===== src/rtl/debounce_filter_pkg.sv =====
// Shared types and constants for the debounce filter: FSM state encoding
// and synchronizer depth.
package debounce_filter_pkg;

  typedef enum logic [1:0] {
    IDLE_LO = 2'b00,
    CHK_HI  = 2'b01,
    IDLE_HI = 2'b10,
    CHK_LO  = 2'b11
  } state_t;

  localparam int SYNC_DEPTH = 2;

  function automatic logic is_chk(input state_t st);
    return (st == CHK_HI) || (st == CHK_LO);
  endfunction

  function automatic logic is_high(input state_t st);
    return (st == IDLE_HI) || (st == CHK_LO);
  endfunction

endpackage


===== src/rtl/debounce_filter_sync_2ff.sv =====
// Flop-chain synchronizer (SYNC_DEPTH stages) for an asynchronous 1-bit input,
// cleared to 0 by the synchronous active-low clear.
module sync_2ff
  import debounce_filter_pkg::*;
(
  input  logic clk,
  input  logic clear_n,
  input  logic d,
  output logic q
);

  logic [SYNC_DEPTH-1:0] chain;

  always_ff @(posedge clk) begin
    if (!clear_n) begin
      chain <= '0;
    end else begin
      chain <= {chain[SYNC_DEPTH-2:0], d};
    end
  end

  assign q = chain[SYNC_DEPTH-1];

endmodule


===== src/rtl/debounce_filter.sv =====
// Counter-based debounce filter with registered q/qbar and rise/fall pulses.
// Define DEBOUNCE_FILTER_SYNC_EN to place a two-flop synchronizer ahead of the FSM.
module debounce_filter
  import debounce_filter_pkg::*;
#(
  parameter int STABLE_CYCLES = 1000,
  parameter int CNT_W         = 16
) (
  input  logic clk,
  input  logic clear_n,
  input  logic d,
  output logic q,
  output logic qbar,
  output logic rise,
  output logic fall,
  output logic busy
);

  localparam logic [CNT_W-1:0] CNT_LAST = CNT_W'(STABLE_CYCLES - 1);

  logic             s;
  state_t           state, state_nxt;
  logic [CNT_W-1:0] cnt, cnt_nxt;
  logic             q_nxt, rise_nxt, fall_nxt, busy_nxt;

`ifdef DEBOUNCE_FILTER_SYNC_EN
  sync_2ff u_sync (
    .clk     (clk),
    .clear_n (clear_n),
    .d       (d),
    .q       (s)
  );
`else
  assign s = d;
`endif

  // State register; outputs are registered alongside the state.
  always_ff @(posedge clk) begin
    if (!clear_n) begin
      state <= IDLE_LO;
      cnt   <= '0;
      q     <= 1'b0;
      qbar  <= 1'b1;
      rise  <= 1'b0;
      fall  <= 1'b0;
      busy  <= 1'b0;
    end else begin
      state <= state_nxt;
      cnt   <= cnt_nxt;
      q     <= q_nxt;
      qbar  <= ~q_nxt;
      rise  <= rise_nxt;
      fall  <= fall_nxt;
      busy  <= busy_nxt;
    end
  end

  // Next-state logic: an opposite sample during a check aborts with no partial credit.
  always_comb begin
    state_nxt = state;
    cnt_nxt   = cnt;
    unique case (state)
      IDLE_LO: begin
        if (s) begin
          state_nxt = CHK_HI;
          cnt_nxt   = CNT_W'(1);
        end
      end
      CHK_HI: begin
        if (!s) begin
          state_nxt = IDLE_LO;
          cnt_nxt   = '0;
        end else if (cnt == CNT_LAST) begin
          state_nxt = IDLE_HI;
          cnt_nxt   = '0;
        end else begin
          cnt_nxt   = cnt + CNT_W'(1);
        end
      end
      IDLE_HI: begin
        if (!s) begin
          state_nxt = CHK_LO;
          cnt_nxt   = CNT_W'(1);
        end
      end
      CHK_LO: begin
        if (s) begin
          state_nxt = IDLE_HI;
          cnt_nxt   = '0;
        end else if (cnt == CNT_LAST) begin
          state_nxt = IDLE_LO;
          cnt_nxt   = '0;
        end else begin
          cnt_nxt   = cnt + CNT_W'(1);
        end
      end
      default: begin
        state_nxt = IDLE_LO;
        cnt_nxt   = '0;
      end
    endcase
  end

  // Output logic: pulses fire only on a committed transition out of a check state.
  always_comb begin
    q_nxt    = is_high(state_nxt);
    busy_nxt = is_chk(state_nxt);
    rise_nxt = (state == CHK_HI) && (state_nxt == IDLE_HI);
    fall_nxt = (state == CHK_LO) && (state_nxt == IDLE_LO);
  end

endmodule


===== config.mk =====
export PLATFORM = sky130hd
export DESIGN_NAME = debounce_filter
export DESIGN_NICKNAME = d
export VERILOG_FILES = /design/src/rtl/debounce_filter_pkg.sv /design/src/rtl/debounce_filter_sync_2ff.sv /design/src/rtl/debounce_filter.sv
export SDC_FILE = /design/constraint.sdc
export NUM_CORES = 1
export LEC_CHECK = 0
export BUFFER_PORTS_ARGS = -buffer_cell sky130_fd_sc_hd__buf_2
export CORE_UTILIZATION = 30
export CTS_CLUSTER_DIAMETER = 150
export DETAILED_ROUTE_END_ITERATION = 8
export PLACE_DENSITY_LB_ADDON = 0.1
export SLEW_MARGIN = 20
export SYNTH_ARGS = -nofsm -noshare
export SYNTH_HDL_FRONTEND = slang
export SYNTH_SLANG_ARGS = --single-unit

===== constraint.sdc =====
create_clock -name clk -period 1.82 [get_ports clk]
set_clock_uncertainty 0.2 [all_clocks]
set_input_delay 0.546 -clock clk [delete_from_list [all_inputs] [get_ports clk]]
set_output_delay 0.546 -clock clk [all_outputs]
set_load 0.1 [all_outputs]

After elaboration in Yosys (flattened, before gate mapping)
Index checks and enable logic that the tools add are counted.
{"block": "classes", "n_bitwise": 1, "n_addsub": 1, "div": 0, "multipliers": 0, "n_reduce_logical": 7, "shifts": 0, "n_lt_le_gt_ge": 0, "muxes": 13, "eq_ne": 9}
{"cell": "two-way mux 16 bit", "n": 5}
{"cell": "case mux 16 bit (4 select lines)", "n": 1}
{"cell": "adder 16 x 1 -> 16 bit (second input constant)", "n": 1}
{"cell": "== test 16 x 10 -> 1 bit (second input constant)", "n": 1}
{"cell": "two-way mux 2 bit", "n": 6}
{"cell": "== test 2 bit (second input constant)", "n": 4}
{"cell": "case mux 2 bit (4 select lines)", "n": 1}
{"cell": "== test 2 x 1 -> 1 bit (second input constant)", "n": 2}
{"cell": "zero test 2 bit", "n": 2}
{"cell": "!= test 2 bit (second input constant)", "n": 2}
{"cell": "logical AND 1 bit", "n": 2}
{"cell": "logical OR 1 bit", "n": 2}
{"cell": "AND reduction 2 bit", "n": 1}
{"cell": "inverter 1 bit", "n": 1}
{"block": "word_totals", "input_bits": 3, "romBits": 0, "memories": 0, "latchBits": 0, "mem_bits_rw": 0, "register_bits": 23, "output_inout_bits": 5}

Longest topological paths before layout
Gate-level depths: netlist (run 1).
{"block": "depth", "word_depth": 7, "mapped_depth": 7, "ltp_nobuf": 6}

Least setup slack after synthesis (run 1)
OpenSTA, ideal clock, no wires.
{"block": "synth_path", "path_type": "reg-to-reg", "start": "reg, netlist name busy", "end": "reg cnt[9]", "slack_ps": -490, "synth_period_minus_slack_ps": 2310, "t_arrival_ps": 2047, "path_buffers": 0, "stages_incl_launch_ff": 4, "setup_ps": 62, "cell_sequence": "dfxtp_1 -> nand2_1 -> or4_2 -> nand3_1"}
{"element": "to (signal assigned)", "line_no": "debounce_filter.sv:49", "text": "cnt <= cnt_nxt;"}
{"element": "to (decl)", "line_no": "debounce_filter.sv:23", "text": "logic [CNT_W-1:0] cnt, cnt_nxt;"}

Final worst setup path (run 1)
{"block": "layout_path", "start": "reg cnt[4]", "end": "reg busy"}
{"block": "layout_between", "elab_chain_len": 6}
{"element": "== test 16 x 10 -> 1 bit (*)", "line_no": "debounce_filter.sv:73, debounce_filter.sv:90"}
{"element": "two-way mux 2 bit (on tied branches)", "line_no": "debounce_filter.sv:90, debounce_filter.sv:73"}
{"element": "two-way mux 2 bit (on tied branches)", "line_no": "debounce_filter.sv:87, debounce_filter.sv:70"}
{"element": "case mux 2 bit (4 select lines) (*)", "line_no": "debounce_filter.sv:62", "text": "unique case (state)"}
{"element": "== test 2 x 1 -> 1 bit / == test 2 bit (equally long branches)", "line_no": "debounce_filter_pkg.sv:15", "text": "return (st == CHK_HI) || (st == CHK_LO);"}
{"element": "logical OR 1 bit (*)", "line_no": "debounce_filter_pkg.sv:15"}
{"element": "to (signal assigned)", "line_no": "debounce_filter.sv:54", "text": "busy <= busy_nxt;"}
{"element": "to (decl)", "line_no": "debounce_filter.sv:16", "text": "output logic busy"}
Every way passes the cells marked *; elsewhere a longest branch is shown, timed or not.
A chain may end at the register's enable or synchronous reset.

==> results by stage, run 1 <==
Status:
- The run finished, with violations left.
- The final reports fail on negative setup slack.

CTS:
- Hold repair after CTS inserted 0 buffers.
- CTS placed an instance of clkbuf_4 at the clock tree root.
- TritonCTS built the clock tree.
- In this run the number of H-tree levels came out at 1.
- The CTS buffer count is 3.
- The later pin in the worst-skew pair is clocked with a latency of between 0.3 and 0.4 ns.
- The tree built by TritonCTS fans out to 22 sinks.
- Clock-pin slew was measured on the worst setup and hold paths at 0.14 ns.
- The clock passes through at most 2 buffers.

Routing:
- The sum of routed wire segments on met1 is 1340 um.
- The via count normalized by instance count is 4.95.
- The highest metal layer carrying signal wires in the routed design is met4.
- Summed over all nets, wire length on met2 after detailed routing comes to roughly 1400 um.
- For this run, the detailed router's first-pass iteration total came to 4.
- The total number of vias is 1064.
- The total detailed-routing wirelength is 2830 um.
- Detailed routing placed a total of 45 um of wire on met3.
- The count of nets left with antenna violations once routing finished came out at 0.
- For this run, design rule violations remaining after detail routing come to 0.
- The number of violations reported at the end of detailed-routing iteration 0 is 39.
- The wire length per cell after detailed routing is between 10 and 15 um.

Timing:
- For the pin with the worst max-slew slack, the measured transition is around 0.43 ns.
- The smallest setup slack after layout is -0.173 ns.
- In this run the tightest slew margin relative to its limit is 0.712.
- Dividing the final minimum period by the clock period gives 1.09.
- The max-slew violation total from the final report is 0.
- Setup repair after global routing could not meet its margin everywhere.
- Setup violations remaining at the end of the flow were counted as 21.
- The hold violation total from the final report was 0.
- The top achievable clock speed is 502 MHz.
- Hold timing on the final database bottoms out at a slack of ~0.31 ns.
- The clock period minus final worst setup slack is 1.99 ns.

Final layout:
- The number of inserted filler cells in the final layout is 360.
- The net count reported at finish is 174.
- In the final layout, the share of cells above drive strength 1 is 0.485.
- The utilization after layout is 0.486.
- The area added between synthesis and finish is 52.9%.
- The number of antenna diodes is 0.

Die:
- The number of top-level design ports is 8.
- The initial cell density of the core is 0.318.
- The core region is 3360 um^2.
- The full die area is approximately 3800 um^2.
- The die outline width is 61.7 um.
- The vertical die dimension is 61.7 um.
- The floorplan has 21 rows.

Power:
- For this design the ratio of total power to cell area is between 500 and 600 nW/um^2.
- The completed layout was analyzed and its total power is 970 uW.
- The largest vdd supply drop is 0.000247 V.
- For this design the static power due to leakage is roughly 0.61 nW.

Synth:
- The gate count of the mapped netlist is 127.
- The net count after synthesis is about 130.
- Of the total synthesized cell area, the portion taken by XOR and XNOR cells is 0.0246.
- The count of state elements after synthesis is 22.
- The share of Yosys cell area claimed by the top area cell type is 0.412.
- The largest family of logic cells by synthesized area is simple AND/OR/NAND/NOR gates.
- Of the synthesized area, sequential elements account for 0.412.
- The synthesized-area fraction occupied by adder cells is 0.0117.
- The fraction of registers with async set or reset after synthesis is 0.
- The proportion of synthesized area in mux cells is 0.
- The cell area that synthesis handed to floorplanning was 1070 um^2.
- dfxtp_1 takes more of the synthesized area than any other cell.
- Of the total synthesized cell area, the portion taken by AND, OR, NAND and NOR gates is 0.333.
- Each instance of the synthesized netlist takes up on average between 8 and 9 um^2.
- Yosys attributes the largest share of cell area to dfxtp_1 41%, nand2_1 5.3%, a21oi_1 5.1%.
- The compound-cell area share of the yosys netlist is 0.187.
- Yosys mapped the design onto 37 distinct sky130hd cell types.
- The most used flip-flop cell after synthesis is dfxtp_1.
- The number of synthesized flops with an enable pin is 0.
- For this run, the number of Yosys warnings is 0.

Setup path:
- The setup path with the least slack is of type reg2reg.
- STA classifies the critical path startpoint as a register.
- At the worst endpoint, the arrival time is slightly above 2 ns.
- The maximum fanout count along the critical path is 4.
- At the worst endpoint, the required time is 1.85 ns.
- STA classifies the critical path endpoint as a register.
- The reg-to-reg setup timing slack is -0.17 ns.

Global routing:
- The initial antenna violation count was 0.
- The aggregate global-route resource usage is 0.170.
- Summed over all layers, the global routing overflow is 0.
- The largest net degree at the start of global routing is 14.
- The number of global-route vias before repair is between 1000 and 1500.
- The first-pass GRT wire length is 4600 um.

Placement:
- Summed over all nets, the half-perimeter wirelength after detailed placement is 2040 um.
- At the end of routability-driven placement, the weighted congestion stood at 0.724.
- Buffers placed on the I/O ports in this run total 7.

Flow run:
- Across the run, the number of max-cap violations was 0.

Hold path:
- The type of the most critical hold path is reg2reg.
worst max-delay path, stage by stage (launching register included):
cell and delay, ns:
dfxtp_2 0.34, or4_4 0.53, nor4_4 0.26, and2_4 0.20
or2b_4 0.15, and2b_2 0.22
metrics by stage:
| step | worst slack (ns) | setup TNS (ns) | cell area (um^2) | cells |
|---|---|---|---|---|
| 5_1_grt | -0.240 | -3.93 | 1640 | 215 |
| 3_5_place_dp | -0.294 | -3.67 | 1420 | 207 |
| 4_1_cts | -0.194 | -2.72 | 1560 | 214 |
| 6_report | -0.173 | -2.28 | 1640 | 215 |
| 2_1_floorplan | -0.132 | -1.29 | 1100 | 127 |
| 3_3_place_gp | -0.237 | -3.34 | 1420 | 207 |
layout by cell type (no fill, tap or decap), types with 3 or more instances in the layout:
cell type  count
a21oi_1        3
buf_4         36
a21oi_2        7
nand3_1        8
a31oi_1        7
dfxtp_2        5
clkbuf_4       3
nand2_1       14
dfxtp_1       16
o21ai_0        6
nor2_1        12
Yosys cell counts (all sizes together), types with 2 or more instances:
cell and n:
nand4b 2, nor4 3, nor2 13, xor2 2, a32o 2, a31oi 7, and2 2, a21oi 11
nor3 3, nand2 15, or4 2, nand3 10, nor3b 2, nand4 2, dfxtp 22, buf 2
clkbuf 2, nand2b 2, o21ai 10
worst paths after layout:
kind | from | endpoint | cells past startpoint
worst max-delay path | cnt[4] | busy | 5
worst min-delay path | cnt[15] | cnt[15] | 1
worst max register to register | cnt[4] | busy | 5
worst min register to register | cnt[15] | cnt[15] | 1
cell type report:
cell class	instances	area, um^2	area share
inverters	1	3.75	0.00230
clock inverters	1	30.0	0.0184
flip-flops and latches	22	450	0.275
well taps	46	57.6	0.0352
clock buffers	3	22.5	0.0138
repair buffers	42	343	0.210
multi-input cells	100	728	0.445
layer usage:
metal  GRT usage  up-vias
met2       0.280       13
met1       0.221      496
met5           0        -
met3      0.0311        2
met4      0.0667        0
li1            -      553
power breakdown:
part           switching (mW)  internal, mW  total, mW
clock network           0.164         0.223      0.386
logic                  0.0508        0.0423     0.0931
registers             0.00566         0.485      0.491
total                   0.220         0.750      0.970
flip-flops by register name, summed over array words and instances, names as in the netlist:
name	cells
cnt	16
fall	1
q	1
rise	1
state	1
qbar	1
busy	1
logic make-up after synthesis:
kind of cell,count (synthesis)
flip-flops,22
XOR/XNOR,3
adder cells (fa/ha/maj),1
AO/OA/AOI/OAI,34
AND/OR/NAND/NOR,62
buffers and inverters,5
timing repair:
action                                  in CTS  in global routing
resized for setup                           17                 18
setup buffers                                3                  1
pin swaps                                    7                 11
endpoints found under the setup margin      26                 22
No activity file was read; power rests on OpenSTA's default activity.
==> run 2, diff against run 1 <==
- CTS_BUF_LIST: not set -> sky130_fd_sc_hd__clkbuf_8
==> results by stage, run 2 (same netlist as run 1, synthesis figures left out) <==
Status:
- The run finished, with violations left.
- The checks that failed: negative setup slack.

Setup path:
- The critical path startpoint category is a register.
- The reg-to-reg setup timing slack is -0.16 ns.
- The sort of element at the end of the critical path is a register.
- For the worst setup path, the data arrival time is 1.95 ns.
- STA puts the critical path data required time at around 1.8 ns.
- Traced cell by cell, the critical path runs through or4_4, nor4_4, and2_4, or2b_4, and2b_2.
- The length in cells of the worst reg-to-reg path is 5.
- The maximum fanout count along the critical path is 4.
- The worst flop-to-flop path endpoint is busy.
- In this design, the largest share of critical-path delay is due to simple AND/OR/NAND/NOR gates.
- The source of the worst register-to-register timing path is cnt[4].
- The logic depth of the worst setup path including buffers is 5.
- The longest individual stage delay on the worst path is 0.53 ns.
- The slowest stage cell on the critical path is or4_4.
- The total buffers and inverters traversed by the critical path is 0.
- The type of the setup path with the least slack is reg2reg.

CTS:
- CTS built an H-tree with a depth of 1.
- The number of clock sinks is 22.
- The clock slew seen by the registers of the worst setup and hold paths is 0.09 ns.
- The longest clock path from root to sink contains 2 buffers.
- For this design, the CTS-stage hold fixing added 0 buffers.
- Buffers inserted during clock tree synthesis total 3.
- The root buffer cell is clkbuf_8.
- The clock latency of the later-clocked register in the worst-skew pair is approximately 0.27 ns.
- TritonCTS built the clock tree.

Routing:
- The number of remaining DRC errors is 0.
- The number of violations reported at the end of detailed-routing iteration 0 is 49.
- The remaining antenna violation count is 0.
- The total number of vias is 1068.
- Dividing the detail-routed via count by the number of cells gives between 4 and 5.
- The number of optimization iterations in the first detailed-route pass is 4.
- The routed design has ~2800 um of wire.
- The wire length per cell after detailed routing is 12.9 um.

Final layout:
- The number of inserted filler cells in the final layout is around 360.
- The final layout contains 175 nets.
- The area added between synthesis and finish is 52.0%.
- Leaving out fill and tap cells, the most frequent cells in the layout are 34 x buf_4, 16 x dfxtp_1, 15 x nand2_1.
- The post-route standard cell area excluding fillers is 1630 um^2.
- The repair_antennas step left the layout with diodes totalling 0.
- The most common cell after layout, fill and taps aside is buf_4.
- The utilization after layout is 0.484.
- Of the cells placed in the final design, the portion with a size suffix greater than 1 is 0.453.
- The top register by number of flip-flops is cnt.
- The flip-flop count of the largest register after layout is 16.

Flow run:
- Max-cap violations in this run came to 0.

Die:
- The die covers 3810 um^2.
- For this configuration, the core starts out at a cell density of 0.318.
- The floorplan step defined a core boundary enclosing 3360 um^2.
- In this run the horizontal extent of the chip is just over 60 um.
- Measured along the y axis, the die boundary spans 61.7 um.
- The number of top-level design ports is 8.
- Row generation in the floorplan step produced 21 rows.

Power:
- The relative contribution of combinational cells to total power is 0.089.
- Of the total power, the clock network draws 0.445.
- The total power is around 1.1 mW.
- Cell internal power was estimated by the tool at 822 uW.
- Of the total power, the share spent switching nets is 0.218.
- The power density normalized to cell area is around 650 nW/um^2.
- The share of power burned in registers is 0.466.
- The reported leakage power is 0.619 nW.
- The largest vdd supply drop is 0.000247 V.
- The analysis attributes to net switching a power of 230 uW.

Hold path:
- The worst hold path begins at cnt[15].
- The cell depth of the worst min-delay path is 1.
- The type of the most critical hold path is reg2reg.
- For hold timing, the worst endpoint is cnt[15].

Timing:
- For the pin with the worst max-slew slack, the measured transition is between 0.4 and 0.5 ns.
- The worst path in the final design needs a cycle of 1.98 ns, including I/O delays and setup.
- Setup repair after global routing could not meet its margin everywhere.
- Dividing the final minimum period by the clock period gives 1.09.
- Setup slack on the critical path of the routed design comes to -0.162 ns.
- Setup violations remaining at the end of the flow were counted as 21.
- The relative slew slack is 0.679.
- The hold violation total from the final report is 0.
- The top achievable clock speed is about 500 MHz.
- The max-slew violation total from the final report is 0.

Placement:
- The congestion estimate from routability-driven global placement came to 0.724.
- After legalization and detailed placement, the total HPWL measured 2040 um.
- The port buffer count is 7.
- The placed instances occupy a cell area of between 1000 and 1500 um^2.

Global routing:
- The initial antenna violation count is 0.
- The first-pass GRT wire length is approximately 4600 um.
- Across every metal layer, demand over resource in global routing totals 0.170.
- The number of global-route vias before repair was 1031.
- The largest net degree at the start of global routing is 14.
- The remaining global-route overflow is 0.
[run 2: cell types whose count changed in the layout (fill, tap and decap cells not counted)]
cell      delta
buf_4        -2
o21ai_2      -1
clkbuf_4     -3
buf_6        -1
a21oi_1      +4
a21oi_2      -4
o21ai_1      +1
nand2_2      -1
clkbuf_8     +3
nand2_1      +1
buf_2        +4
[run 2: worst max-delay path by stage]
stage	from	slack, ns	end
floorplan	cnt[11]	-0.13	busy
global placement	d	-0.24	cnt[15]
detailed placement	d	-0.29	cnt[6]
CTS	cnt[13]	-0.19	busy
global route	cnt[4]	-0.23	busy
finish	cnt[4]	-0.16	busy
[run 2: area by class of cell]
type	instances	area, um^2	area share
Sequential cell	22	450	0.277
Tap cell	46	57.6	0.0354
Clock inverter	1	30.0	0.0185
Timing Repair Buffer	43	337	0.207
Clock buffer	3	41.3	0.0254
Inverter	1	3.75	0.00231
Multi-Input combinational cell	100	707	0.435
[run 2: layer usage]
layer  global-route usage  vias up  wire length [um]
li1                     -      554                 -
met1                0.217      496              1340
met2                0.289       13              1360
met3               0.0248        5                44
met4               0.0667        0                47
met5                    0        -                 0
[run 2: repair_timing]
action,4_1_cts,5_1_grt
cloned,0,0
buffers inserted,4,1
setup endpoints to repair,22,22
pin swaps,10,6
resized for setup,15,9
endpoints found under the hold margin,0,0
[run 2: power by group through the flow]
| stage | Clock [mW] | Sequential, mW | Combinational, mW |
|---|---|---|---|
| final | 0.468 | 0.490 | 0.0931 |
| after CTS | 0.480 | 0.490 | 0.0895 |
| after detailed placement | 0 | 0.500 | 0.0767 |
| after global placement | 0 | 0.500 | 0.0762 |
| after global routing | 0.494 | 0.491 | 0.101 |
| after floorplan | 0 | 0.507 | 0.0344 |
[run 2: metrics by stage]
stage / setup slack (ns) / hold slack [ns] / setup TNS [ns] / std cells
after floorplan: -0.132 / 0.232 / -1.29 / 127
after global placement: -0.237 / 0.268 / -3.34 / 207
final: -0.162 / 0.299 / -2.15 / 216
after detailed placement: -0.294 / 0.271 / -3.67 / 207
after CTS: -0.188 / 0.307 / -2.55 / 215
after global routing: -0.227 / 0.324 / -3.78 / 216
==> run 3, diff against run 2 <==
- CORE_ASPECT_RATIO: not set -> 0.8
- CORE_UTILIZATION: 30 -> 55
- SETUP_SLACK_MARGIN: not set -> 0.05
==> results by stage, run 3 (same netlist as run 1, synthesis figures left out) <==
Status:
- The run finished, with violations left.
- The checks that failed: negative setup slack.

Final layout:
- The library cell used most frequently in the layout, excluding fill and tap cells, is buf_4.
- Leaving out fill and tap cells, the most frequent cells in the layout are 35 x buf_4, 15 x dfxtp_1, 12 x nor2_1, 12 x nand2_1.
- In the final design database the tool counted about 180 nets.
- cnt holds more flip-flops than any other register.
- The number of antenna diodes is 0.
- After the flow finishes, the layout carries non-filler instances totaling 194.
- The area added between synthesis and finish is 50.6%.
- Of the cells placed in the final design, the portion with a size suffix greater than 1 is 0.494.
- The number of inserted filler cells in the final layout is 61.
- The register with the most flip-flops in the layout has 16 of them.

Setup path:
- The type of the setup path with the least slack is reg2reg.
- The largest delay contributor family on the critical path is compound AO/OA/AOI/OAI gates.
- The endpoint identified for the worst register-to-register timing path is cnt[12].
- The worst register-to-register path begins at cnt[2].
- Walking the worst path, the cells encountered are buf_4, nand3_2, buf_4, nor4_2, buf_4, a31oi_1, o21ai_0, a21oi_2.
- At the worst endpoint, the arrival time is 2.10 ns.
- The maximum fanout count along the critical path is 6.
- The critical path contains buffers and inverters numbering 3 combined.
- For the worst setup path, the data required time is approximately 1.8 ns.
- STA classifies the critical path startpoint as a register.
- STA classifies the critical path endpoint as a register.
- The most numerous cell type found on the critical path is buf_4.
- The logic depth of the worst setup path including buffers is 8.
- The longest individual stage delay on the worst path is between 0.4 and 0.5 ns.
- The length in cells of the worst reg-to-reg path is 8.
- The slowest stage cell on the critical path is o21ai_0.
- The reg-to-reg setup timing slack is -0.32 ns.

Power:
- The largest vdd supply drop is 0.000554 V.
- The net switching share of the total power is 0.244.
- The analysis attributes to net switching a power of 231 uW.
- The internal power of the cells totals between 700 and 800 uW.
- The power density normalized to cell area is 587 nW/um^2.
- The relative contribution of combinational cells to total power is 0.101.
- The reported leakage power is 0.636 nW.
- The share of total power dissipated in the clock network is 0.381.
- The share of power burned in registers is 0.517.

Global routing:
- Across every metal layer, demand over resource in global routing totals 0.359.
- In the global route stage, met3 resource usage came out at 0.0952.
- The met2 usage in global routing is 0.576.
- The met1 layer usage reported by global route is 0.465.
- The first-pass GRT wire length is 5580 um.
- The remaining global-route overflow is 0.
- The layer with the highest usage after global routing is met2.
- The number of global-route vias before repair is 1088.
- Entering global routing, the biggest net connects 13 pins.
- The initial antenna violation count is 0.

CTS:
- CTS built an H-tree with a depth of 1.
- For this design, the CTS-stage hold fixing added 0 buffers.
- CTS placed an instance of clkbuf_8 at the clock tree root.
- At the later pin of the worst-skew pair, clock insertion delay measures 0.27 ns.
- In this run the deepest clock path goes through 2 buffers.
- The clock tree from TritonCTS is done.
- The clock slew seen by the registers of the worst setup and hold paths is 0.08 ns.
- The CTS buffer count is 3.
- The number of clock sinks is 22.

Hold path:
- The cell depth of the worst min-delay path is 1.
- The path class of the tightest hold or removal check is reg2reg.
- The destination of the worst hold path is cnt[15].
- The startpoint identified for the worst hold timing path is cnt[15].

Routing:
- The number of optimization iterations in the first detailed-route pass is 5.
- In this run the remaining antenna-violating nets after routing total 0.
- Summed over all layers, the routed wires come to 4480 um.
- In the routed design, unresolved DRC markers number 0.
- Across all layers, the routed design uses 1349 vias.
- The wire length per cell after detailed routing is ~23 um.
- In the routed layout, each cell is associated on average with a via count of approximately 7.0.
- The number of violations reported at the end of detailed-routing iteration 0 is 124.

Timing:
- The relative slew slack is 0.677.
- Setup repair after global routing could not meet its margin everywhere.
- Counting I/O delays and the setup requirement, the final critical path takes approximately 2.1 ns.
- The final setup violation count is 22.
- Of the available clock period, the critical path in the final layout requires 1.18.
- At the pin with the least slew margin, the transition time is approximately 0.48 ns.
- The top achievable clock speed is around 470 MHz.
- Once routing completed, OpenROAD measured the worst setup slack at -0.321 ns.
- The hold violation total from the final report came to 0.
- The max-slew violation total from the final report is 0.
- Setup total negative slack on the finished layout was measured at -4.42 ns.

Flow run:
- The max-capacitance violation count is 0.

Die:
- The number of cell rows is 13.
- The initial utilization of the core area, before any placement, comes to 0.620.
- The die is 41.4 um tall.
- The die outline width is 51.3 um.
- The full die area is 2130 um^2.
- The core area is 1720 um^2.
- The number of top-level design ports is 8.

Placement:
- In this run the tool buffered the top-level ports with 7 buffer cells.
- The congestion estimate from routability-driven global placement came to roughly 0.9.
- The instance count after placement with tap cells included is 185.
- The wire-length estimate of the detail-placed layout is about 2200 um.
run 3: changes by cell type in the layout (fill, tap and decap cells not counted), moves of 3 or more:
cell	before	now
buf_2	6	2
nand2_2	0	3
clkbuf_4	0	4
nand2_1	15	12
run 3: timing repair:
item,4_1_cts,5_1_grt
endpoints found under the hold margin,0,0
endpoints found under the setup margin,22,26
cloned,0,1
setup buffers,1,3
resized for setup,6,27
pin swaps,4,11
run 3: how the worst max path moves through the flow:
| stage | from | endpoint | slack [ns] |
|---|---|---|---|
| after CTS | cnt[13] | busy | -0.17 |
| after detailed placement | d | cnt[6] | -0.32 |
| after floorplan | cnt[11] | busy | -0.13 |
| after global routing | cnt[2] | cnt[12] | -0.31 |
| after global placement | d | cnt[15] | -0.18 |
| final | cnt[2] | cnt[12] | -0.32 |
run 3: metrics by stage:
stage               utilization  setup WS (ns)  instance area (um^2)  power [mW]  hold slack [ns]
floorplan                     -         -0.132                  1100       0.542            0.232
global placement          0.808         -0.180                  1390       0.574            0.268
detailed placement        0.808         -0.322                  1390       0.577            0.279
CTS                       0.859         -0.171                  1480       0.926            0.301
global route              0.935         -0.315                  1610       0.971            0.347
finish                    0.935         -0.321                  1610       0.946            0.334
run 3: area by class of cell:
type	count	area, um^2	area share
clock buffer	4	55.1	0.0342
tap	22	27.5	0.0171
inverter	1	3.75	0.00233
sequential	22	452	0.280
timing repair buffer	44	345	0.214
multi-input combinational	101	728	0.452
run 3: layer usage:
layer	part of all wire	wire length [um]	vias up
met5	0	0	-
met4	0.065	291	0
met2	0.45	2000	125
met1	0.38	1720	620
met3	0.11	472	43
li1	-	-	561
run 3: power by group through the flow:
| stage | Clock (mW) | Combinational [mW] | Sequential, mW |
|---|---|---|---|
| finish | 0.361 | 0.0959 | 0.489 |
| CTS | 0.357 | 0.0809 | 0.488 |
| floorplan | 0 | 0.0344 | 0.507 |
| global placement | 0 | 0.0749 | 0.499 |
| detailed placement | 0 | 0.0779 | 0.499 |
| global route | 0.384 | 0.0984 | 0.489 |
